`config.mk`:
```
export PLATFORM = sky130hd
export DESIGN_NAME = pc_call_stack
export DESIGN_NICKNAME = d
export VERILOG_FILES = /design/src/rtl/pc_call_stack.sv
export SDC_FILE = /design/constraint.sdc
export NUM_CORES = 1
export LEC_CHECK = 0
export CAP_MARGIN = 40
export CORE_MARGIN = 8
export CORE_UTILIZATION = 51
export CTS_BUF_LIST = sky130_fd_sc_hd__clkbuf_4 sky130_fd_sc_hd__clkbuf_8
export DETAILED_ROUTE_END_ITERATION = 6
export GPL_TIMING_DRIVEN = 1
export PLACE_DENSITY = 0.78
export SLEW_MARGIN = 20
export SYNTH_ARGS = -nofsm -noshare
export SYNTH_HDL_FRONTEND = slang
export SYNTH_SLANG_ARGS = --single-unit
```
`constraint.sdc`:
```
create_clock -name clk -period 2 [get_ports clk]
set_clock_uncertainty 0.1 [all_clocks]
set_input_delay 0.2 -clock clk [delete_from_list [all_inputs] [get_ports clk]]
set_output_delay 0.2 -clock clk [all_outputs]
set_load 0.1 [all_outputs]
```
`src/rtl/pc_call_stack.sv`:
```
// rtl/pc_call_stack.sv - program counter with hardware return-address stack
// Optional skip operation (pc+2) is built only when PC_SKIP_EN is defined.
module pc_call_stack #(
  parameter int N     = 12,
  parameter int DEPTH = 4
) (
  input  logic                         clk,
  input  logic                         reset,
  input  logic                         load_en,
  input  logic [N-1:0]                 load_addr,
  input  logic                         call_en,
  input  logic [N-1:0]                 call_addr,
  input  logic                         ret_en,
  input  logic                         inc_en,
`ifdef PC_SKIP_EN
  input  logic                         skip_en,
`endif
  input  logic                         err_clr,
  output logic [N-1:0]                 pc,
  output logic [$clog2(DEPTH+1)-1:0]   sp,
  output logic                         stk_full,
  output logic                         stk_empty,
  output logic                         ovf,
  output logic                         unf
);
  localparam int D = $clog2(DEPTH+1);

  logic [N-1:0] stack [DEPTH];
  logic [N-1:0] top;
  logic [N-1:0] pc_plus1;
  logic [N-1:0] pc_next;
  logic [D-1:0] sp_next;
  logic         push;
  logic         ovf_set;
  logic         unf_set;

  assign pc_plus1  = pc + N'(1);
  assign stk_full  = (sp == D'(DEPTH));
  assign stk_empty = (sp == '0);

  // Top-of-stack is the entry just below sp; slot sp itself is never read.
  always_comb begin
    top = '0;
    for (int i = 0; i < DEPTH; i++) begin
      if (sp == D'(i + 1)) top = stack[i];
    end
  end

  always_comb begin
    pc_next = pc;
    sp_next = sp;
    push    = 1'b0;
    ovf_set = 1'b0;
    unf_set = 1'b0;
    if (load_en) begin
      pc_next = load_addr;
    end else if (ret_en) begin
      if (stk_empty) begin
        pc_next = pc_plus1;
        unf_set = 1'b1;
      end else begin
        pc_next = top;
        sp_next = sp - D'(1);
      end
    end else if (call_en) begin
      if (stk_full) begin
        pc_next = pc_plus1;
        ovf_set = 1'b1;
      end else begin
        pc_next = call_addr;
        sp_next = sp + D'(1);
        push    = 1'b1;
      end
`ifdef PC_SKIP_EN
    end else if (skip_en) begin
      pc_next = pc + N'(2);
`endif
    end else if (inc_en) begin
      pc_next = pc_plus1;
    end
  end

  always_ff @(posedge clk or negedge reset) begin
    if (!reset) begin
      pc  <= '0;
      sp  <= '0;
      ovf <= 1'b0;
      unf <= 1'b0;
      for (int i = 0; i < DEPTH; i++) stack[i] <= '0;
    end else begin
      pc  <= pc_next;
      sp  <= sp_next;
      // Set wins over a simultaneous clear.
      ovf <= ovf_set | (ovf & ~err_clr);
      unf <= unf_set | (unf & ~err_clr);
      for (int i = 0; i < DEPTH; i++) begin
        if (push && sp == D'(i)) stack[i] <= pc_plus1;
      end
    end
  end
endmodule
```
# Word-level counts from Yosys, hierarchy flattened
# Index checks and enable logic that the tools add are counted.
[totals] register_bits=65 out_inout_bits=19 wordCells=56
[op_classes] n_addsub=3 n_eq_ne=6 n_mux=25 bitwise=6 n_reduce_logical=8
[op_table] operator="12-bit two-way mux" n=10
[op_table] operator="12-bit by 1-bit adder with 12-bit output (second input constant)" n=1
[op_table] operator="3-bit two-way mux" n=4
[op_table] operator="1-bit two-way mux" n=11
[op_table] operator="3-bit by 2-bit == test with 1-bit output (second input constant)" n=2
[op_table] operator="1-bit logical AND" n=4
[op_table] operator="2-bit != test (second input constant)" n=2
[op_table] operator="4-bit AND reduction" n=1
[op_table] operator="4-bit nonzero test" n=1
[op_table] operator="3-bit by 1-bit adder with 3-bit output (second input constant)" n=1
[op_table] operator="3-bit by 1-bit == test with 1-bit output (second input constant)" n=1
[op_table] operator="3-bit == test (second input constant)" n=1
[op_table] operator="3-bit logical NOT" n=1
[op_table] operator="3-bit by 1-bit subtractor with 3-bit output (second input constant)" n=1
[op_table] operator="1-bit AND" n=2
[op_table] operator="1-bit inverter" n=2
[op_table] operator="1-bit bitwise OR" n=2
[op_table] operator="2-bit nonzero test" n=1

# Depth between registers and ports, before layout
[logic_depth] depth_word=8 mapped_depth=9 mapped_depth_nobuf=8

# Worst setup path before layout
# Ideal clock, no wire load.
[synth_timing] path_type="register -> register" start="register sp[0]" end="register stack[43] (netlist bit)" setup_ps=138 t_arrival_ps=3088 required_time_ps=1762 slack_ps=-1327 stages_incl_launch_ff=9 path_buffers=2 period_less_slack_ps=3327 cell_sequence="dfrtp_1 > inv_1 > ha_1 > nor2b_1 > clkbuf_1 > nand2_1 > clkbuf_1 > nand2_1 > o21ai_0"
[synth_between] elab_cells_between_ends=7 cone_classes="1 x eq/ne; 4 x mux; 2 x reduce/logical"
[synth_lines] item="start: declaration" line_no="20" rtl="output logic [$clog2(DEPTH+1)-1:0] sp,"
[synth_lines] item="start signal: assignment" line_no="92" rtl="sp <= sp_next;"
[synth_lines] item="3-bit logical NOT"
[synth_lines] item="via stk_empty" line_no="22" rtl="output logic stk_empty,"
[synth_lines] item="1-bit logical AND" line_no="97" rtl="if (push && sp == D'(i)) stack[i] <= pc_plus1;"
[synth_lines] item="end signal: indexed assignment" line_no="97"
[synth_lines] item="end: declaration" line_no="28" rtl="logic [N-1:0] stack [DEPTH];"
# The timed path passes the listed nets, and every way through them passes these cells.
# A chain may end at the register's enable or synchronous reset.

# Worst setup path in the final report
[layout_timing] start="register sp[1]" end="register pc[7]"
[layout_between] elab_chain_cells=8 elab_cells_between_ends=14 cone_classes="4 x eq/ne; 9 x mux; 1 x reduce/logical"
[layout_rtl] item="3-bit by 1-bit == test with 1-bit output" line_no="45" rtl="if (sp == D'(i + 1)) top = stack[i];"
[layout_rtl] item="12-bit two-way mux (4 in a row)" line_no="45"
[layout_rtl] item="12-bit two-way mux" line_no="58" rtl="if (stk_empty) begin"
[layout_rtl] item="12-bit two-way mux (*)" line_no="57" rtl="end else if (ret_en) begin"
[layout_rtl] item="12-bit two-way mux (*)" line_no="55" rtl="if (load_en) begin"
[layout_rtl] item="end signal: assignment" line_no="91" rtl="pc <= pc_next;"
[layout_rtl] item="end: declaration" line_no="19" rtl="output logic [N-1:0] pc,"
# Every way passes the cells marked *; elsewhere a longest branch is shown, timed or not.

==> reports/qor.txt <==
Seq/Total Area, Yosys - 47.5%
Multi-input gate area - 1850 µm²
Die Ht - 98.0 µm
CP endpoint kind - flip-flop
Post-route minimum period - 2.04 ns
Crit path launch type - flip-flop
Design Power - 7.15 mW
Drt wl/cell - 19.5 µm
Number of synthesized flops with an enable pin - 0
Required time worst endpoint - 2.10 ns
Worst path slowest cell - dfrtp_4
# fillers - 471
Worst skew pair latency - 0.35 ns
Routed wire length - 11.0 mm
Final worst setup slack - -0.0440 ns
GRT Overall Usage - 22.4%
Via Count - 3450
Critical R2R Launch - sp[1]$_DFFE_PN0P_
Pleak - 2.07 nW
Initial antenna violation count - 0
Io pins - 50
Worst-margin pin slew - 0.904 ns
Max-slew violations - 0
First-pass GRT wire length - 17.1 mm
Critical path's largest stage delay - 0.52 ns
H-Tree Level Count - 3
Max transition margin - 39.2%
Clock Tree Buf Depth - 2
Gr ovfl total - 0
Arrival time at the worst endpoint - 2.15 ns
Synth Register Bits - 65
Clock transition at path regs - 0.08 ns
RSZ-0062 raised after global routing - true
Worst VDD drop - 0.00133 V
Max Fclk - 0.489 GHz
Syn Area/Cell - 8.90 µm²
CTS Buf Count - 9
Pwr Density - 1480 nW/µm²
GPL Wtd Cong - 0.907
Final hold violation count - 0
CTS root buf - clkbuf_8
Final period utilization - 102%
Yosys cell types - 54
Core footprint - 6640 µm²
Vias per cell - 6.10
Finished Layout Cells - 566
Syn_nets - 423
Sequential Area - 1660 µm²
Commonest non-fill, non-tap cell in the layout - nand2_1
Layout cells sized above 1 - 30.0%
Die area - 9600 µm²
CP top delay family - compound AO/OA/AOI/OAI gates
Status - finished with violations
Post-Syn Area - 3430 µm²
Starting DRT DRC Count - 287
Largest net degree at the start of global routing - 66
Diodes inserted - 0
Crit-path max FO - 11
First-pass DRT Iterations - 5
Cell breakdown of the critical path - ha_4 -> ha_4 -> buf_4 -> a221oi_4 -> nor3_2 -> a311oi_2 -> a31oi_1
Final ANT Viol Nets - 0
DRC errors left - 0
# nets final - 519
Clock sinks - 65
Most used DFF post-synth - dfrtp_1
Max Cap Violations - 0
Placed wire-length estimate - 7.53 mm
Most frequent cells in the layout - 71 x nand2_1, 66 x buf_4, 52 x dfrtp_1
Worst Hold Class - in2async
Critical R2R Capture - pc[7]$_DFFE_PN0P_
WS Path Type - reg2reg
Worst path most repeated cell - ha_4
FF-to-FF path depth - 7
Final setup viols - 3
Cell Rows - 30
# port buffers - 49
Ys async rst share - 100%
Vias in the first global route - 3483
YS warnings - 0
Die X - 98.0 µm
Syn Inst Count - 385
Util after Layout - 72.7%
P&R area growth vs syn - 40.9%
Final Hold Slack - 0.289 ns
Worst reg2reg setup slack - -0.04 ns
CTS tree - done
Initial Util - 51.6%
Placed cell count - 545
Violated checks - negative setup slack
WP buf/inv - 1
==> power breakdown <==
| group | leakage (nW) | internal [mW] | switching [mW] |
|---|---|---|---|
| registers | 0.818 | 1.88 | 0.464 |
| logic | 1.16 | 1.39 | 2.35 |
| clock network | 0.0967 | 0.550 | 0.517 |
==> worst min-delay path, delay by kind of cell <==
kind	cells	cell delay, ns
buffers and inverters	3	0.94
==> final cells by class <==
class / count / share of cell area (%)
clock buffers: 13 / 3.45
clock inverters: 3 / 0.518
inverters: 10 / 1.24
multi-input cells: 289 / 38.2
flip-flops and latches: 65 / 34.3
well taps: 80 / 2.07
repair buffers: 106 / 20.1
==> per-stage QoR <==
stage | instance area [µm²] | setup TNS (ns) | worst slack (ns)
floorplan | 3550 | -0.0476 | -0.0353
global placement | 4460 | 0 | 0.00134
detailed placement | 4460 | -0.167 | -0.0326
CTS | 4720 | -0.000955 | -0.000955
global route | 4830 | -0.401 | -0.129
finish | 4830 | -0.0690 | -0.0440
==> routing by layer <==
metal | vias to the layer above | routed length [µm] | share of wire, % | GRT usage [%]
li1 | 1592 | - | - | -
met1 | 1621 | 4390 | 40 | 26.6
met2 | 191 | 5440 | 49 | 36.6
met3 | 46 | 760 | 6.9 | 4.77
met4 | 0 | 459 | 4.2 | 13.3
met5 | - | 0 | 0 | 0
==> worst max-delay path by stage <==
| stage | endpoint | cells past startpoint | from | slack (ns) |
|---|---|---|---|---|
| global route | pc[7]$_DFFE_PN0P_ | 7 | sp[0]$_DFFE_PN0P_ | -0.13 |
| detailed placement | stack[11]$_DFFE_PN0P_ | 7 | load_en | -0.03 |
| finish | pc[7]$_DFFE_PN0P_ | 7 | sp[1]$_DFFE_PN0P_ | -0.04 |
| floorplan | pc[7]$_DFFE_PN0P_ | 8 | sp[1]$_DFFE_PN0P_ | -0.04 |
| CTS | pc[10]$_DFFE_PN0P_ | 8 | sp[0]$_DFFE_PN0P_ | -0.001 |
| global placement | pc[8]$_DFFE_PN0P_ | 8 | sp[1]$_DFFE_PN0P_ | 0.001 |
==> cells in the mapped netlist (2+ instances only) <==
library cell / instances / area, µm²
nor3_1: 9 / 45.0
nand2_1: 74 / 278
a32o_1: 2 / 20.0
xnor2_1: 7 / 61.3
a211o_1: 3 / 26.3
a22oi_1: 5 / 37.5
a21oi_1: 15 / 75.1
nand3b_1: 3 / 22.5
o22ai_1: 8 / 50.1
or2_2: 2 / 12.5
a22o_1: 2 / 17.5
inv_1: 8 / 30.0
nor4_1: 3 / 18.8
nor4_2: 2 / 25.0
o21ai_0: 52 / 260
a221oi_1: 10 / 87.6
a221o_1: 3 / 30.0
nand2b_1: 3 / 18.8
buf_1: 2 / 7.51
a311oi_1: 2 / 17.5
xor2_1: 5 / 43.8
o22a_1: 2 / 17.5
clkbuf_1: 7 / 26.3
nor2b_1: 3 / 18.8
nor2_1: 19 / 71.3
buf_2: 11 / 55.1
o211ai_1: 4 / 30.0
o21ai_1: 13 / 65.1
a31oi_1: 2 / 12.5
a211oi_1: 2 / 15.0
dfrtp_1: 65 / 1630
ha_1: 7 / 87.6
nand3_1: 9 / 45.0
==> sequential cells by signal, summed over array words and instances (netlist names) <==
signal  count
pc         12
stack      48
sp          3
unf         1
ovf         1
==> cells by family after synthesis <==
kind of cell	synth area share, %
mux	0.292
buf+inv	3.91
compound gates	23.9
xor+xnor	3.07
flops	47.5
fa+ha+maj	2.56
simple gates	18.8
==> what timing repair did <==
action / CTS / global route
buffers inserted: 1 / 3
setup endpoints to repair: 6 / 12
hold buffers: 1 / 0
pin swaps: 3 / 8
hold endpoints to repair: 65 / 0
gates resized for setup: 8 / 18
Note: power is estimated with default switching activity, not from simulation.
==> patch, RTL diff (same flow settings) <==
Make the reset (`reset`) synchronous in one clocked block.
--- a/src/rtl/pc_call_stack.sv
+++ b/src/rtl/pc_call_stack.sv
@@ -82,3 +82,3 @@
 
-  always_ff @(posedge clk or negedge reset) begin
+  always_ff @(posedge clk) begin
     if (!reset) begin
Check against the original RTL: differs if reset is asserted again (counterexample within 4 cycles, from zero or initial values and one cycle with reset low); with reset held inactive, the same outputs for 10 cycles.
==> patch against the original RTL <==
Count of clock-buffer cells in the layout is 4 lower. Cell area is 0.57% higher. Setup slack better by 0.093 ns. Area after synthesis is 4.1% higher. Sequential cell count stayed put. Routed wire length is 3.8% lower. Via count is 4.9% lower.
Power is not compared: it rests on default switching activity, and its combinational part moved more than twofold at a synthesized area within 25%.
==> patch: results (changes against the original RTL) <==
- Initial DRC Count: 235 (was 287)
- F_max: 512 MHz (was 489 MHz)
- Slowest CP cell: dfxtp_4 (was dfrtp_4)
- Met1 GRT Util: 25.5% (was 26.6%)
- Worst Hold Class: input pin to register (was input pin to asynchronous set/reset pin)
- Inst Count DP: 540 (was 545)
- Number of synthesized flops with an enable pin: 48 (was 0)
- Worst-path fanout max: 5 (was 11)
- Post-synthesis xor/xnor area fraction: 3.16% (was 3.07%)
- Worst slew margin: 64.2% (was 39.2%)
- CP Launch Type: register (unchanged)
- Synth async-reset ratio: 0% (was 100%)
- Clk pin slew, worst setup/hold paths: 0.08 ns (about the same)
- Reg2Reg Setup Slack: 0.05 ns (was -0.04 ns)
- Grt met2 use: 35.8% (was 36.6%)
- Fillers: 513 (was 471)
- Compound-Gate Fraction of Synth Area: 20.4% (was 23.9%)
- Dpl hpwl: 8.01 mm (was 7.53 mm)
- First-pass GRT wire length: 16.6 mm (was 17.1 mm)
- Starting Density: 52.5% (was 51.6%)
- Met3 wire length: 542 um (was 760 um)
- Router iterations before antenna repair: 4 (was 5)
- Area contributors post-synth: edfxtp_1 (40%), dfxtp_1 (9.5%), nor2_1 (5.8%) (was dfrtp_1 (47%), nand2_1 (8.1%), o21ai_0 (7.6%))
- Mapped Nets: 394 (was 423)
- Max stage delay on crit path: 0.37 ns (was 0.52 ns)
- Final number of setup-violating endpoints: 0 (was 3)
- Status: completed (was finished, violations left)
- Met2 WL: 5.23 mm (was 5.44 mm)
- Multiplexer area fraction after synthesis: 0% (was 0.292%)
- Global placement routability congestion: 0.887 (was 0.907)
- DRT Wirelength: 10.6 mm (was 11.0 mm)
- Sequential share of the synthesized area: 50.0% (was 47.5%)
- GRT Total Usage: 21.5% (was 22.4%)
- Synth unique cells: 69 (was 54)
- Met3 Use GR: 4.19% (was 4.77%)
- Largest net degree at the start of global routing: 17 (was 66)
- Vias: 3282 (was 3450)
- Pre-CTS WS: -0.0514 ns (was -0.0326 ns)
- CP endpoint: pc[7] (unchanged)
- Most used DFF post-synth: edfxtp_1 (was dfrtp_1)
- Final #Nets: 496 (was 519)
- Fin Hold WS: 0.427 ns (was 0.289 ns)
- Post-synthesis adder-cell area fraction: 2.46% (was 2.56%)
- Critical Path AT: 2.05 ns (was 2.15 ns)
- Leakage: 0.00184 uW
- Most frequent cells after synthesis: nor2_1 (55), edfxtp_1 (48), nand2_1 (36), dfxtp_1 (17), inv_1 (16) (was nand2_1 (74), dfrtp_1 (65), o21ai_0 (52), nor2_1 (19), a21oi_1 (15))
- Layout cells sized above 1: 31.5% (was 30.0%)
- Met1 WL: 4.51 mm (was 4.39 mm)
- Routed length per instance: 19.0 um (was 19.5 um)
- Antenna cell count: 0 (unchanged)
- Placed cell area: 4600 um^2 (was 4460 um^2)
- Launch point of the worst reg-to-reg path: sp[1] (unchanged)
- Cells after Synth: 356 (was 385)
[patch: cell types whose count changed in the layout (fill, tap and decap cells not counted), sizes merged, moves of 8 or more]
cell    delta
o21ai     -46
dfxtp     +17
buf        +8
edfxtp    +48
nand2     -39
nor2      +38
dfrtp     -65
inv        +9
[patch: cell families (layout without fill, tap and decap cells)]
group / count (synthesis) / in the layout
AOI/OAI and AO/OA: 95 / 95
adders and majority gates: 7 / 7
DFF: 65 / 65
xor gates and xnor gates: 12 / 12
and+or+nand+nor: 137 / 137
buffers and inverters: 40 / 147
[patch: cell type report]
type / instances / area [um^2] / area share [%]
inverters: 17 / 72.6 / 1.49
repair buffers: 114 / 972 / 20.0
flip-flops and latches: 65 / 1810 / 37.3
well taps: 96 / 120 / 2.47
clock inverters: 7 / 68.8 / 1.42
multi-input cells: 251 / 1690 / 34.7
clock buffers: 9 / 124 / 2.55
[patch: timing repair]
item | in CTS | in global routing
resized for setup | 2 | 10
pin swaps | 0 | 1
buffers inserted | 0 | 3
setup endpoints to repair | 2 | 8
